$ cat src/rtl/wb_sweep_pkg.sv
// Shared types for the Wishbone sweep master: FSM state encoding and status field width.
package wb_sweep_pkg;

   typedef enum logic [2:0] {
      IDLE   = 3'd0,
      WR     = 3'd1,
      WR_ACK = 3'd2,
      GAP    = 3'd3,
      RD     = 3'd4,
      RD_ACK = 3'd5,
      DONE   = 3'd6
   } sweep_state_e;

   localparam int STATUS_W = 4;

   // States in which a bus transaction is outstanding and the watchdog runs.
   function automatic logic is_txn(input sweep_state_e s);
      return (s == WR) || (s == WR_ACK) || (s == RD) || (s == RD_ACK);
   endfunction

endpackage

$ cat src/rtl/wb_sweep_master_edge_detect.sv
// Registered rising-edge detector; the history flop resets low so a level held
// high through reset is seen as a fresh edge.
module edge_detect (
   input  logic clk,
   input  logic rst,
   input  logic level,
   output logic pulse
);

   logic level_r;
   logic pulse_r;

   // History flop and registered edge pulse.
   always_ff @(posedge clk) begin
      if (rst) begin
         level_r <= 1'b0;
         pulse_r <= 1'b0;
      end else begin
         level_r <= level;
         pulse_r <= level & ~level_r;
      end
   end

   assign pulse = pulse_r;

endmodule

$ cat src/rtl/wb_sweep_master.sv
// Pipelined Wishbone master: one start write per trigger edge, then status polls
// until the sweep slave reports idle; flags completion, drops and timeouts.
module wb_sweep_master
   import wb_sweep_pkg::*;
#(
   parameter logic [31:0] WB_ADDR    = 32'h0000_0000,
   parameter logic [31:0] START_DATA = 32'h0000_0001,
   parameter logic [31:0] POLL_GAP   = 32'd4,
   parameter logic [31:0] TIMEOUT    = 32'd4096
) (
   input  logic        clk,
   input  logic        rst,
   input  logic        trigger,
   input  logic        clear_err,
   output logic [31:0] wb_addr,
   output logic [31:0] wb_data_w,
   input  logic [31:0] wb_data_r,
   output logic        wb_we,
   output logic        wb_stb,
   output logic        wb_cyc,
   input  logic        wb_ack,
   input  logic        wb_stall,
   output logic        busy,
   output logic        done,
   output logic        err,
   output logic [7:0]  done_count,
   output logic [7:0]  dropped
);

   sweep_state_e state_r, state_s;
   logic [31:0]  addr_r, data_w_r, data_w_s;
   logic         cyc_r, cyc_s, stb_r, stb_s, we_r, we_s;
   logic         busy_r, done_r, err_r, err_s;
   logic [7:0]   done_count_r, done_count_s, dropped_r, dropped_s;
   logic [31:0]  gap_cnt_r, gap_cnt_s, timer_r, timer_s;
   logic         edge_s, accept_s, timeout_s;
   logic         unused_rdata_s;

   edge_detect u_edge (
      .clk   (clk),
      .rst   (rst),
      .level (trigger),
      .pulse (edge_s)
   );

   // Only the status nibble carries meaning on reads.
   assign unused_rdata_s = ^wb_data_r[31:STATUS_W];

   // Next-state and next-output decode for the sweep FSM and its counters.
   always_comb begin
      state_s      = state_r;
      cyc_s        = cyc_r;
      stb_s        = stb_r;
      we_s         = we_r;
      data_w_s     = data_w_r;
      gap_cnt_s    = 32'd0;
      timer_s      = timer_r + 32'd1;
      accept_s     = edge_s && (state_r == IDLE) && !err_r;
      timeout_s    = is_txn(state_r) && (timer_r >= (TIMEOUT - 32'd1));

      if (timeout_s) begin
         state_s = IDLE;
         cyc_s   = 1'b0;
         stb_s   = 1'b0;
         we_s    = 1'b0;
         timer_s = 32'd0;
      end else begin
         case (state_r)
            IDLE: begin
               timer_s = 32'd0;
               if (accept_s) begin
                  state_s  = WR;
                  cyc_s    = 1'b1;
                  stb_s    = 1'b1;
                  we_s     = 1'b1;
                  data_w_s = START_DATA;
               end else begin
                  state_s = IDLE;
               end
            end
            WR: begin
               if (!wb_stall) begin
                  state_s = WR_ACK;
                  stb_s   = 1'b0;
               end else begin
                  state_s = WR;
               end
            end
            WR_ACK: begin
               if (wb_ack) begin
                  state_s = GAP;
                  cyc_s   = 1'b0;
                  we_s    = 1'b0;
               end else begin
                  state_s = WR_ACK;
               end
            end
            GAP: begin
               timer_s = 32'd0;
               if (gap_cnt_r >= (POLL_GAP - 32'd1)) begin
                  state_s = RD;
                  cyc_s   = 1'b1;
                  stb_s   = 1'b1;
                  we_s    = 1'b0;
               end else begin
                  gap_cnt_s = gap_cnt_r + 32'd1;
               end
            end
            RD: begin
               if (!wb_stall) begin
                  state_s = RD_ACK;
                  stb_s   = 1'b0;
               end else begin
                  state_s = RD;
               end
            end
            RD_ACK: begin
               if (wb_ack) begin
                  cyc_s   = 1'b0;
                  state_s = (wb_data_r[STATUS_W-1:0] == 4'd0) ? DONE : GAP;
               end else begin
                  state_s = RD_ACK;
               end
            end
            DONE: begin
               timer_s = 32'd0;
               state_s = IDLE;
            end
            default: begin
               state_s = IDLE;
               cyc_s   = 1'b0;
               stb_s   = 1'b0;
               we_s    = 1'b0;
               timer_s = 32'd0;
            end
         endcase
      end

      // A timeout outranks a simultaneous clear so the fault is never lost.
      if (timeout_s) begin
         err_s = 1'b1;
      end else if (clear_err) begin
         err_s = 1'b0;
      end else begin
         err_s = err_r;
      end

      if (edge_s && !accept_s && (dropped_r != 8'hFF)) begin
         dropped_s = dropped_r + 8'd1;
      end else begin
         dropped_s = dropped_r;
      end

      if (state_s == DONE) begin
         done_count_s = done_count_r + 8'd1;
      end else begin
         done_count_s = done_count_r;
      end
   end

   // State, bus output and counter registers.
   always_ff @(posedge clk) begin
      if (rst) begin
         state_r      <= IDLE;
         addr_r       <= WB_ADDR;
         data_w_r     <= 32'h0000_0000;
         cyc_r        <= 1'b0;
         stb_r        <= 1'b0;
         we_r         <= 1'b0;
         busy_r       <= 1'b0;
         done_r       <= 1'b0;
         err_r        <= 1'b0;
         done_count_r <= 8'd0;
         dropped_r    <= 8'd0;
         gap_cnt_r    <= 32'd0;
         timer_r      <= 32'd0;
      end else begin
         state_r      <= state_s;
         addr_r       <= WB_ADDR;
         data_w_r     <= data_w_s;
         cyc_r        <= cyc_s;
         stb_r        <= stb_s;
         we_r         <= we_s;
         busy_r       <= (state_s != IDLE);
         done_r       <= (state_s == DONE);
         err_r        <= err_s;
         done_count_r <= done_count_s;
         dropped_r    <= dropped_s;
         gap_cnt_r    <= gap_cnt_s;
         timer_r      <= timer_s;
      end
   end

   assign wb_addr    = addr_r;
   assign wb_data_w  = data_w_r;
   assign wb_we      = we_r;
   assign wb_stb     = stb_r;
   assign wb_cyc     = cyc_r;
   assign busy       = busy_r;
   assign done       = done_r;
   assign err        = err_r;
   assign done_count = done_count_r;
   assign dropped    = dropped_r;

endmodule

$ cat config.mk
export PLATFORM = sky130hd
export DESIGN_NAME = wb_sweep_master
export DESIGN_NICKNAME = d
export VERILOG_FILES = /design/src/rtl/wb_sweep_pkg.sv /design/src/rtl/wb_sweep_master_edge_detect.sv /design/src/rtl/wb_sweep_master.sv
export SDC_FILE = /design/constraint.sdc
export NUM_CORES = 1
export LEC_CHECK = 0
export CAP_MARGIN = 15
export CORE_AREA = 2 2 103 105
export CTS_CLUSTER_SIZE = 16
export DETAILED_ROUTE_END_ITERATION = 7
export DIE_AREA = 0 0 105 107
export PLACE_DENSITY_LB_ADDON = 0.12
export SETUP_SLACK_MARGIN = 0.15
export SLEW_MARGIN = 10
export SYNTH_ARGS = -nofsm -noshare
export SYNTH_HDL_FRONTEND = slang
export SYNTH_SLANG_ARGS = --single-unit
$ cat constraint.sdc
create_clock -name clk -period 5.3 [get_ports clk]
set_input_delay 0.53 -clock clk [delete_from_list [all_inputs] [get_ports clk]]
set_output_delay 0.53 -clock clk [all_outputs]
set_load 0.02 [all_outputs]
==> results.md, run 1 <==
- The flow ran to the end, and the final reports show no timing, DRC or antenna violations.
- Routability-driven placement finished with a final weighted congestion of 0.734.
- Between clock sinks in the finished design, the worst skew comes to 0.00822 ns.
- IR analysis of the VDD net gives a maximum drop of 0.146 mV.
- The maximum buffer depth of the clock tree is 2.
- After synthesis, the netlist uses 49 different library cells.
- The die covers 11200 um^2.
- Across the run, the number of max-cap violations was 0.
- Timing would allow up to 438 MHz.
- The cell sitting at the root of the clock tree is a sky130_fd_sc_hd__clkbuf_8.
- The critical path is of the flop to flop type.
- The floorplan die width is 105 um.
- The worst hold slack is 0.391 ns.
- Counting instances, the worst hold path has a depth of 1.
- The most common cell after layout, fill and taps aside is sky130_fd_sc_hd__conb_1.
- Yosys attributes the largest share of cell area to sky130_fd_sc_hd__dfxtp_1 50%, sky130_fd_sc_hd__buf_4 13%, sky130_fd_sc_hd__nor2_1 3.3%, sky130_fd_sc_hd__nor4_1 2.6%, sky130_fd_sc_hd__xnor2_1 2.1%.
- The number of antenna violations at the first check in global routing is 0.
- The count of pins over their slew limit is 0.
- Counting flops with a built-in enable in the synthesized netlist gives 0.
- For this run, the leading register cell type out of synthesis is sky130_fd_sc_hd__dfxtp_1.
- The initial cell density of the core is 36.4%.
- The total area inside the core boundary comes to 10100 um^2.
- The top cell type by area accounts for 50.2% of the synthesized area.
- Wires add up to 5810 um.
- The power density relative to cell area is 316 nW/um^2.
- The number of instances in the synthesized netlist is 360.
- The library cells used most frequently in the layout, excluding fill and tap cells, are 113 x sky130_fd_sc_hd__conb_1, 92 x sky130_fd_sc_hd__dfxtp_1, 32 x sky130_fd_sc_hd__nor2_1, 32 x sky130_fd_sc_hd__clkdlybuf4s50_1, 15 x sky130_fd_sc_hd__nor4_1.
- The fill cell instance count of the final layout is 1004.
- Of the available clock period, the critical path in the final layout requires 43.1%.
- The depth of the CTS H-tree is 3.
- The hold-fix buffer count after cts is 0.
- The detail route stage leaves a number of antenna-violating nets equal to 0.
- Compared with the post-synthesis result, the final layout area differs by 16.1%.
- The clock-pin transition on the worst setup and hold timing paths is 0.09 ns.
- The worst slew margin relative to its limit is 36.9%.
- The via count of the first global-routing pass is 2077.
- The first detailed-routing pass took 4 iterations.
- At the worst endpoint, the required time is 5.55 ns.
- The remaining routing DRC violations is 0.
- In this run the core area contains 37 standard-cell rows.
- Port buffering added 32 buffers.
- The global-route wire length before repair is 9680 um.
- The total grt overflow is 0.
- CTS saw 92 sinks.
- The core occupancy in the finished layout is 42.2%.
- The leakage power summed over all cells is 1.71 nW.
- The largest fanout on the critical path is 14.
- The cell taking the most area after synthesis is sky130_fd_sc_hd__dfxtp_1.
- The synthesized design contains 92 register bits.
- After synthesis, the mean cell area works out to 10.2 um^2.
- TritonCTS built the clock tree.
- The number of warnings printed during yosys synthesis is 0.
- Counting I/O delays and the setup requirement, the final critical path takes 2.28 ns.
- The wire length per cell after detailed routing is 9.96 um.
- In this run the critical register-to-register path is captured at wb_cyc$_SDFFE_PP0P_.
- The sort of element at the end of the critical path is a flop.
- Setup repair after global routing left no endpoint under its margin.
- After detailed routing, the number of vias per cell comes to 4.13.
- The sequential area share after synthesis is 50.2%.
- The detailed router's first-iteration violation count is 65.
- The post-synth design cell area is 3670 um^2.
- In this run the register-to-register setup slack is 3.02 ns.
- STA classifies the critical path startpoint as a flop.
- The number of setup buffers added after CTS is 0.
- For this block, the via count after detailed routing is 2409.
- The placed instance count is 567.
- The total CTS buffers is 9.
- Of the cells placed in the final design, the portion with a size suffix greater than 1 is 8.28%.
- Measured along the y axis, the die boundary spans 107 um.
- The HPWL after detailed placement is 4170 um.
- The power after layout is 1.35 mW.
- The path class of the tightest hold or removal check is flop to flop.
- The pin slew with the least headroom to its limit is 0.940 ns.
- The async set or reset register ratio after synthesis is 0%.
- Global routing used 10.8% of the available tracks across all layers.
- The worst hold path begins at u_edge.level_r$_SDFF_PP0_.
- Setup violations remaining at the end of the flow were counted as 0.
- The sink of the worst hold path is u_edge.pulse$_SDFF_PP0_.
- The start of the worst register-to-register path is timer_r[0]$_SDFF_PP0_.
- 0 antenna diodes ended up in the layout.
- The data arrival at the endpoint of the critical path is 2.53 ns.
- After clock tree synthesis, the repair step resized 0 gates.
- The final standard cell count with taps included and fillers excluded is 583.
- The count of endpoints failing hold in the final timing report is 0.
- Adding up every negative setup slack in the final design gives 0 ns.
- Clock latency on the worst-skew pair, taken at its later pin, is 0.35 ns.
- The final net count is 484.
- Counting cells, the worst reg-to-reg path comes to 6.
- Entering global routing, the biggest net connects 25 pins.
- 124 I/O pins were placed.
power breakdown:
part | switching, mW | internal [mW]
sequential | 0.0118 | 0.718
combinational | 0.0737 | 0.0292
clock | 0.247 | 0.269
total | 0.333 | 1.02
cell type report:
type | instances | area [um^2] | share of cell area (%)
flip-flops and latches | 92 | 1840 | 43.2
multi-input cells | 297 | 1670 | 39.1
clock buffers | 9 | 124 | 2.91
well taps | 136 | 170 | 3.99
clock inverters | 7 | 100 | 2.35
inverters | 9 | 33.8 | 0.792
repair buffers | 33 | 328 | 7.69
kinds of logic (layout without fill, tap and decap cells):
| family | count (synthesis) | in the layout | synth area share [%] |
|---|---|---|---|
| flops | 92 | 92 | 50.2 |
| other cells | 1 | 113 | 0.102 |
| compound gates | 36 | 36 | 7.19 |
| simple gates | 122 | 122 | 19.6 |
| xor+xnor | 15 | 15 | 3.58 |
| buf+inv | 83 | 58 | 15.9 |
| fa+ha+maj | 4 | 4 | 1.36 |
| mux | 7 | 7 | 2.11 |
through the flow:
step,cell area [um^2],setup WS [ns]
final,4260,3.02
after CTS,4260,2.99
after floorplan,4090,3.29
after detailed placement,4040,2.72
after global routing,4260,2.78
after global placement,4040,2.73
critical path, cell delays in order, from the launching register on:
cell	delay, ns
sky130_fd_sc_hd__dfxtp_1	0.36
sky130_fd_sc_hd__ha_1	0.21
sky130_fd_sc_hd__nand3_1	0.18
sky130_fd_sc_hd__nor4_4	0.88
sky130_fd_sc_hd__o41a_2	0.36
sky130_fd_sc_hd__a221oi_2	0.05
sky130_fd_sc_hd__o21a_1	0.13
layer usage:
layer	vias to the layer above	GRT usage, %	share of wire [%]
li1	1237	-	-
met1	1077	14.0	48
met2	90	16.9	44
met3	5	3.47	6.5
met4	0	4.29	1.1
met5	-	0	0
flip-flops by register name, indices dropped and copies added, names as in the netlist:
register / cells
busy: 1
done: 1
done_count: 8
dropped: 8
err: 1
gap_cnt_r: 32
state_r: 3
timer_r: 32
u_edge.level_r: 1
u_edge.pulse: 1
wb_cyc: 1
wb_data_w: 1
wb_stb: 1
wb_we: 1
synthesized netlist by cell type (2+ instances only):
| library cell | instances |
|---|---|
| sky130_fd_sc_hd__dfxtp_1 | 92 |
| sky130_fd_sc_hd__buf_4 | 63 |
| sky130_fd_sc_hd__nor2_1 | 32 |
| sky130_fd_sc_hd__nor4_1 | 15 |
| sky130_fd_sc_hd__nand3_1 | 14 |
| sky130_fd_sc_hd__nand2_1 | 13 |
| sky130_fd_sc_hd__a21oi_1 | 9 |
| sky130_fd_sc_hd__inv_1 | 9 |
| sky130_fd_sc_hd__xnor2_1 | 9 |
| sky130_fd_sc_hd__nor2b_1 | 8 |
| sky130_fd_sc_hd__nor3_1 | 8 |
| sky130_fd_sc_hd__nand4_1 | 7 |
| sky130_fd_sc_hd__clkbuf_1 | 6 |
| sky130_fd_sc_hd__o21ai_0 | 6 |
| sky130_fd_sc_hd__xor2_1 | 6 |
| sky130_fd_sc_hd__buf_6 | 5 |
| sky130_fd_sc_hd__ha_1 | 4 |
| sky130_fd_sc_hd__mux2i_1 | 4 |
| sky130_fd_sc_hd__o311ai_0 | 4 |
| sky130_fd_sc_hd__o41ai_1 | 4 |
| sky130_fd_sc_hd__or2_2 | 4 |
| sky130_fd_sc_hd__nand2b_1 | 3 |
| sky130_fd_sc_hd__nor4_4 | 3 |
| sky130_fd_sc_hd__a211oi_1 | 2 |
| sky130_fd_sc_hd__and3_1 | 2 |
| sky130_fd_sc_hd__mux2_2 | 2 |
| sky130_fd_sc_hd__nor3b_1 | 2 |
| sky130_fd_sc_hd__o211ai_1 | 2 |
| sky130_fd_sc_hd__or3_1 | 2 |
worst max-delay path by stage:
stage / from / end / cells after the start
after floorplan: wb_data_r[1] / done_count[7]$_SDFFE_PP0N_ / 5
after global placement: wb_data_r[1] / done_count[7]$_SDFFE_PP0N_ / 6
after detailed placement: wb_data_r[1] / done_count[7]$_SDFFE_PP0N_ / 6
after CTS: timer_r[0]$_SDFF_PP0_ / wb_cyc$_SDFFE_PP0P_ / 6
after global routing: gap_cnt_r[0]$_SDFF_PP0_ / state_r[0]$_SDFF_PP0_ / 6
final: timer_r[0]$_SDFF_PP0_ / wb_cyc$_SDFFE_PP0P_ / 6
No activity file was read; power rests on OpenSTA's default activity.
==> run 2: changes to the inputs <==
- clock period: 5.3 -> 1.8 ns (I/O delays scaled with it)
==> run 2 against run 1 <==
Net effect:
- flip-flop and latch count did not move
- count of clock-buffer cells in the layout unchanged
- largest cell class is now multi-input combinational cells
- critical path depth did not move
- sequential power grew to 3.0 times the previous value
==> results.md, run 2 (synthesis gave the netlist of run 1 again) <==
- The tightest min-delay check is of the flop to flop type.
- The count of endpoints failing hold in the final timing report was 0.
- The destination of the worst register-to-register timing path is done_count[2]$_SDFFE_PP0N_.
- The overall die height is 107 um.
- The total CTS buffers is 9.
- For this run, the total global-route usage over all layers was measured as 11.8%.
- The worst setup path is captured at a flop.
- The global-route wire length before repair is 10500 um.
- The count of pins over their slew limit came to 0.
- The start of the worst register-to-register path is timer_r[12]$_SDFF_PP0_.
- The clock tree from TritonCTS is done.
- The leakage power summed over all cells is 2.08 nW.
- The switching share of total power is 27.0%.
- The highest-delay cell along the critical path is sky130_fd_sc_hd__dfxtp_2.
- In the layout the commonest cells are 113 x sky130_fd_sc_hd__conb_1, 84 x sky130_fd_sc_hd__dfxtp_1, 29 x sky130_fd_sc_hd__buf_4.
- The clock-pin transition on the worst setup and hold timing paths is 0.10 ns.
- The setup clock skew after layout is 0.00748 ns.
- The peak supply drop is 0.372 mV.
- The via count of the first global-routing pass is 2244.
- The area growth from synthesis to final layout is 32.8%.
- The library cell used most frequently in the layout, excluding fill and tap cells, is sky130_fd_sc_hd__conb_1.
- Setup violations remaining at the end of the flow were counted as 0.
- The clock sink count is 92.
- Timing would allow up to 566 MHz.
- The detail route stage leaves a number of antenna-violating nets equal to 0.
- The fill cell instance count of the final layout is 961.
- The initial utilization of the core area, before any placement, comes to 36.4%.
- The post-route fraction of the period consumed by the critical path is 98.1%.
- The core occupancy in the finished layout is 48.3%.
- Across all register-to-register paths, the minimum setup slack is 0.03 ns.
- The region available for standard cell placement spans 10100 um^2.
- The sequential cell fraction of total power is 54.0%.
- The data arrival at the endpoint of the critical path is 2.00 ns.
- The site row count is 37.
- The sink of the worst hold path is u_edge.pulse$_SDFF_PP0_.
- The detailed router's first-iteration violation count is 76.
- The max-cap violation count is 0.
- The tree is rooted in a sky130_fd_sc_hd__clkbuf_8.
- The minimum period implied by the final worst setup slack is 1.77 ns.
- Counting instances, the worst hold path has a depth of 1.
- The category of the worst setup path launch point is a flop.
- The number of port buffers is 32.
- The final route contains 2571 vias.
- The largest stage delay on the critical path is 0.34 ns.
- The largest fanout on the critical path is 7.
- The die is 105 um wide.
- The post-route netlist has 23.7% of its cells at a drive strength greater than 1.
- Counting along the longest clock path gives a buffer depth of 2.
- In the final routed layout, each cell accounts on average for 10.6 um.
- The number of antenna violations at the first check in global routing is 0.
- The depth of the CTS H-tree is 3.
- At the worst endpoint, the required time is 2.03 ns.
- For this run, the detailed router's first-pass iteration total came to 4.
- The top-level port count is 124.
- The type of the worst setup path is flop to flop.
- The final net count is 519.
- The vias per cell is 4.16.
- The flow ran to the end, and the final reports show no timing, DRC or antenna violations.
- Traced cell by cell, the critical path runs through nor4_4 -> nand3_2 -> or2_4 -> buf_8 -> o311ai_4 -> o41ai_2.
- The area used by sequential logic in the layout is 1850 um^2.
- The total grt overflow is 0.
- For this design the total switching power over the nets is 1.08 mW.
- Overall power consumption after layout is estimated at 3.99 mW.
- Setup repair after global routing could not meet its margin everywhere.
- The routability congestion estimate is 0.737.
- The HPWL after detailed placement is 4390 um.
- Wires add up to 6540 um.
- The largest registers in the layout are gap_cnt_r x32, timer_r x32.
- For this design the ratio of total power to cell area is 819 nW/um^2.
- The antenna diode count is 0.
- In this run the most critical hold path is launched from u_edge.level_r$_SDFF_PP0_.
- The insertion delay of the later-clocked pin in the worst-skew pair is 0.35 ns.
- The worst hold slack is 0.389 ns.
- The number of cell instances on the worst register-to-register path is 6.
- Cell internal power was estimated by the tool at 2.91 mW.
- The share of power burned in the clock network is 36.8%.
- The remaining routing DRC violations is 0.
- The multi-input combinational cell area is 1990 um^2.
- The die outline area is 11200 um^2.
- Per report_power, the combinational group accounts for 9.2% of the total.
- Entering global routing, the biggest net connects 24 pins.
## run 2: cell types whose count changed in the layout (fill, tap and decap cells not counted), moves of 6 or more
cell                              change
sky130_fd_sc_hd__buf_4               +28
sky130_fd_sc_hd__clkdlybuf4s50_1     -13
sky130_fd_sc_hd__nor4_1              -10
sky130_fd_sc_hd__dfxtp_1              -8
sky130_fd_sc_hd__dfxtp_2              +8
sky130_fd_sc_hd__dlymetal6s2s_1       +8
sky130_fd_sc_hd__nor2_1               -6
sky130_fd_sc_hd__nor4_2               +6
## run 2: metrics by stage
stage | std cells | setup slack (ns) | TNS [ns] | instance area, um^2
after floorplan | 472 | 0.0675 | 0 | 4100
after global placement | 587 | -0.308 | -1.71 | 4200
after detailed placement | 587 | -0.325 | -1.96 | 4200
after CTS | 612 | 0.0135 | 0 | 4680
after global routing | 618 | -0.0503 | -0.0915 | 4880
final | 618 | 0.0336 | 0 | 4880
## run 2: what timing repair did
action                                  in CTS  in global routing
buffers inserted                             8                  6
endpoints found under the setup margin      34                 43
gates cloned                                 1                  0
hold endpoints to repair                     0                  0
resized for setup                           44                 39
pin swaps                                   31                 12
hold buffers                                 0                  0
## run 2: cell type report
| type | count | area share (%) |
|---|---|---|
| clock inverters | 7 | 1.82 |
| well taps | 136 | 3.49 |
| flip-flops and latches | 92 | 38.0 |
| repair buffers | 67 | 12.8 |
| clock buffers | 9 | 2.54 |
| inverters | 9 | 0.693 |
| multi-input cells | 298 | 40.7 |
## run 2: power groups by stage
stage,Combinational (mW),Sequential [mW],Clock (mW)
after floorplan,0.331,2.20,0
after global placement,0.323,2.19,0
after detailed placement,0.322,2.19,0
after CTS,0.337,2.15,1.53
after global routing,0.399,2.17,1.62
final,0.366,2.16,1.47
## run 2: critical path, delay by kind of cell, from the launching register on
kind            cells  cell delay (ns)
simple gates        3             0.75
compound gates      2             0.38
flops               1             0.34
buf+inv             1             0.17
## run 2: worst max-delay path by stage
stage                                 startpoint                          to  cells past startpoint
after floorplan           timer_r[16]$_SDFF_PP0_  done_count[6]$_SDFFE_PP0N_                      6
after global placement              wb_data_r[1]  done_count[7]$_SDFFE_PP0N_                      6
after detailed placement            wb_data_r[1]  done_count[7]$_SDFFE_PP0N_                      6
after CTS                 timer_r[12]$_SDFF_PP0_  done_count[0]$_SDFFE_PP0N_                      5
after global routing      timer_r[12]$_SDFF_PP0_  done_count[2]$_SDFFE_PP0N_                      6
final                     timer_r[12]$_SDFF_PP0_  done_count[2]$_SDFFE_PP0N_                      6
## run 2: routing by layer
metal  track usage, %  part of all wire, %
met2             19.2                   47
met4             5.43                  1.3
met3             2.86                  5.3
met1             14.7                   46
met5                0                    0
==> run 3: changes to the inputs <==
- CORE_AREA: 2 2 103 105 -> 8 8 109 111
- DIE_AREA: 0 0 105 107 -> 0 0 117 119
==> run 3 against run 2 <==
Net effect:
- clock skew rose by 0.011 ns
- count of clock-buffer cells in the layout did not move
- core utilization rose by 0.71 points
- cell area rose by 1.5%
- final cell count rose by 0.65%
- register-to-register slack barely moved
- flip-flop and latch count did not move
- hold slack got worse by 0.0050 ns
- wire length rose by 14%
- combinational power rose by 4%
==> results.md, run 3 (synthesis gave the netlist of run 1 again) <==
- The critical path is of the flop to flop type.
- For this block, the initial DRC count from the detailed router was 107.
- STA classifies the critical path endpoint as a flop.
- Of the total power, the clock network draws 35.9%.
- The top-level port count is 124.
- The site row count is 37.
- In this run switching power makes up 26.8% of total power.
- The worst setup slack after placement is -0.316 ns.
- The initial cell density of the core is 36.4%.
- In the routed design, unresolved DRC markers number 0.
- The count of endpoints failing hold in the final timing report is 0.
- The global-route wire length before repair is 11400 um.
- The library cells used most frequently in the layout, excluding fill and tap cells, are 113 x sky130_fd_sc_hd__conb_1, 82 x sky130_fd_sc_hd__dfxtp_1, 31 x sky130_fd_sc_hd__buf_4.
- In the routed layout, each cell is associated on average with a via count of 4.17.
- Buffers inserted during clock tree synthesis total 9.
- The worst hold path belongs to the class input port to flop.
- In this run the horizontal extent of the chip is 117 um.
- The fill cell instance count of the final layout is 953.
- Summed over all cells, the static leakage comes to 2.12 nW.
- The setup violation total in the final timing report is 0.
- The detailed router put a total of 3110 um of wire on met1.
- The placed instances occupy a cell area of 4200 um^2.
- Of all nets on the critical path, the largest fanout is 7.
- Measured on the finished design, the core utilization comes to 49.0%.
- The detailed-route wire length is 7490 um.
- The analysis attributes to net switching a power of 1.06 mW.
- The clock reaches the later pin of the worst-skew pair after 0.36 ns.
- Across every metal layer, demand over resource in global routing totals 10.4%.
- The share of power burned in combinational logic is 9.6%.
- The area of the core is 10100 um^2.
- The routability congestion estimate is 0.749.
- Entering global routing, the biggest net connects 24 pins.
- The floorplan step defined a die boundary enclosing 13900 um^2.
- The peak supply drop is 0.576 mV.
- The worst path setup slack after routing is 0.0241 ns.
- STA classifies the critical path startpoint as a flop.
- The count of nets left with antenna violations once routing finished came out at 0.
- The share of total power dissipated in sequential elements is 54.5%.
- STA puts the critical path data arrival time at 2.02 ns.
- The most common cell type on the critical path is sky130_fd_sc_hd__nor4_4.
- The maximum buffer depth of the clock tree is 2.
- After detailed routing, the average wire length per cell comes to 12.0 um.
- The critical path goes through nor4_4 -> nand3_2 -> or2_4 -> buf_4 -> nor4_4 -> mux2_4.
- The count of pins over their slew limit is 0.
- In the final timing run, aggregate negative setup slack is 0 ns.
- The area growth from synthesis to final layout is 34.8%.
- The cell internal power dissipation is 2.90 mW.
- The met3 routed wirelength is 706 um.
- During placement, the flow inserted port buffers numbering 32.
- The clock-pin transition on the worst setup and hold timing paths is 0.10 ns.
- The met2 layer wire length in the routed design is 3510 um.
- The clock tree from TritonCTS is done.
- The clock sink count is 92.
- The number of antenna violations at the first check in global routing is 0.
- The first-pass iteration count of the detailed router is 4.
- The total grt overflow is 0.
- Across the routed clock network, the largest skew measured is 0.0181 ns.
- The largest registers in the layout are gap_cnt_r x32, timer_r x32.
- The max-cap violation count is 0.
- Setup repair after global routing could not meet its margin everywhere.
- On the critical path, the stage with the largest delay is an instance of sky130_fd_sc_hd__dfxtp_2.
- The fraction of layout instances using a drive strength above 1 is 24.9%.
- The hold-fix buffer count after cts is 0.
- The run finished with clean final reports.
- The post-route fraction of the period consumed by the critical path is 98.7%.
- On the worst path, the slowest cell contributes a delay of 0.33 ns.
- The tree is rooted in a sky130_fd_sc_hd__clkbuf_8.
- The via count of the first global-routing pass came to 2402.
- The routed layout has 2595 vias.
- Detailed placement finished with a half-perimeter wire length of 5110 um.
- The depth of the CTS H-tree is 3.
- The antenna diode count is 0.
- The highest clock frequency the design can meet is 563 MHz.
- The uppermost signal routing layer after detailed routing is met4.
- For this run, the post-layout net count is 523.
- The routed design could run at a clock period as short as 1.78 ns.
- The worst hold slack is 0.383 ns.
- The finished layout cell area is 4950 um^2.
- The die is 119 um tall.
- Leaving out fill and tap cells, the most frequent cell in the layout is sky130_fd_sc_hd__conb_1.
- The power density relative to cell area is 801 nW/um^2.
- The critical path required time is 2.05 ns.
[run 3: critical path: cells and delay by family, from the launching register on]
family,cells,cell delay [ns]
flip-flops,1,0.33
multiplexers,1,0.32
AND/OR/NAND/NOR,4,0.86
buffers and inverters,1,0.16
[run 3: timing repair]
item	CTS	global route
setup buffers	8	9
hold endpoints to repair	0	0
endpoints found under the setup margin	35	38
pin swaps	31	23
gates resized for setup	43	49
cloned	1	0
[run 3: layer usage]
layer | up-vias | global-route usage, %
met5 | - | 0
met1 | 1192 | 11.9
met4 | 0 | 5.20
li1 | 1309 | -
met2 | 82 | 17.0
met3 | 12 | 3.18
[run 3: final timing paths]
path	startpoint	end	slack, ns	cells past startpoint
max	timer_r[12]$_SDFF_PP0_	done_count[6]$_SDFFE_PP0N_	0.02	6
min	trigger	u_edge.level_r$_SDFF_PP0_	0.38	2
max reg2reg	timer_r[12]$_SDFF_PP0_	done_count[6]$_SDFFE_PP0N_	0.02	6
min reg2reg	u_edge.level_r$_SDFF_PP0_	u_edge.pulse$_SDFF_PP0_	0.39	1
[run 3: cell type report]
| type | instances | area (um^2) | area share, % |
|---|---|---|---|
| clock buffers | 9 | 124 | 2.50 |
| flip-flops and latches | 92 | 1850 | 37.5 |
| clock inverters | 7 | 81.3 | 1.64 |
| repair buffers | 71 | 663 | 13.4 |
| inverters | 9 | 33.8 | 0.683 |
| well taps | 136 | 170 | 3.44 |
| multi-input cells | 298 | 2020 | 40.9 |
[run 3: power groups by stage]
stage / clock network, mW / logic, mW / registers, mW
after floorplan: 0 / 0.331 / 2.20
after global placement: 0 / 0.324 / 2.19
after detailed placement: 0 / 0.326 / 2.19
after CTS: 1.48 / 0.338 / 2.15
after global routing: 1.58 / 0.414 / 2.17
final: 1.42 / 0.381 / 2.16
[run 3: stage by stage]
stage,cells,power (mW)
floorplan,472,2.53
global placement,588,2.51
detailed placement,588,2.52
CTS,613,3.97
global route,622,4.16
finish,622,3.96
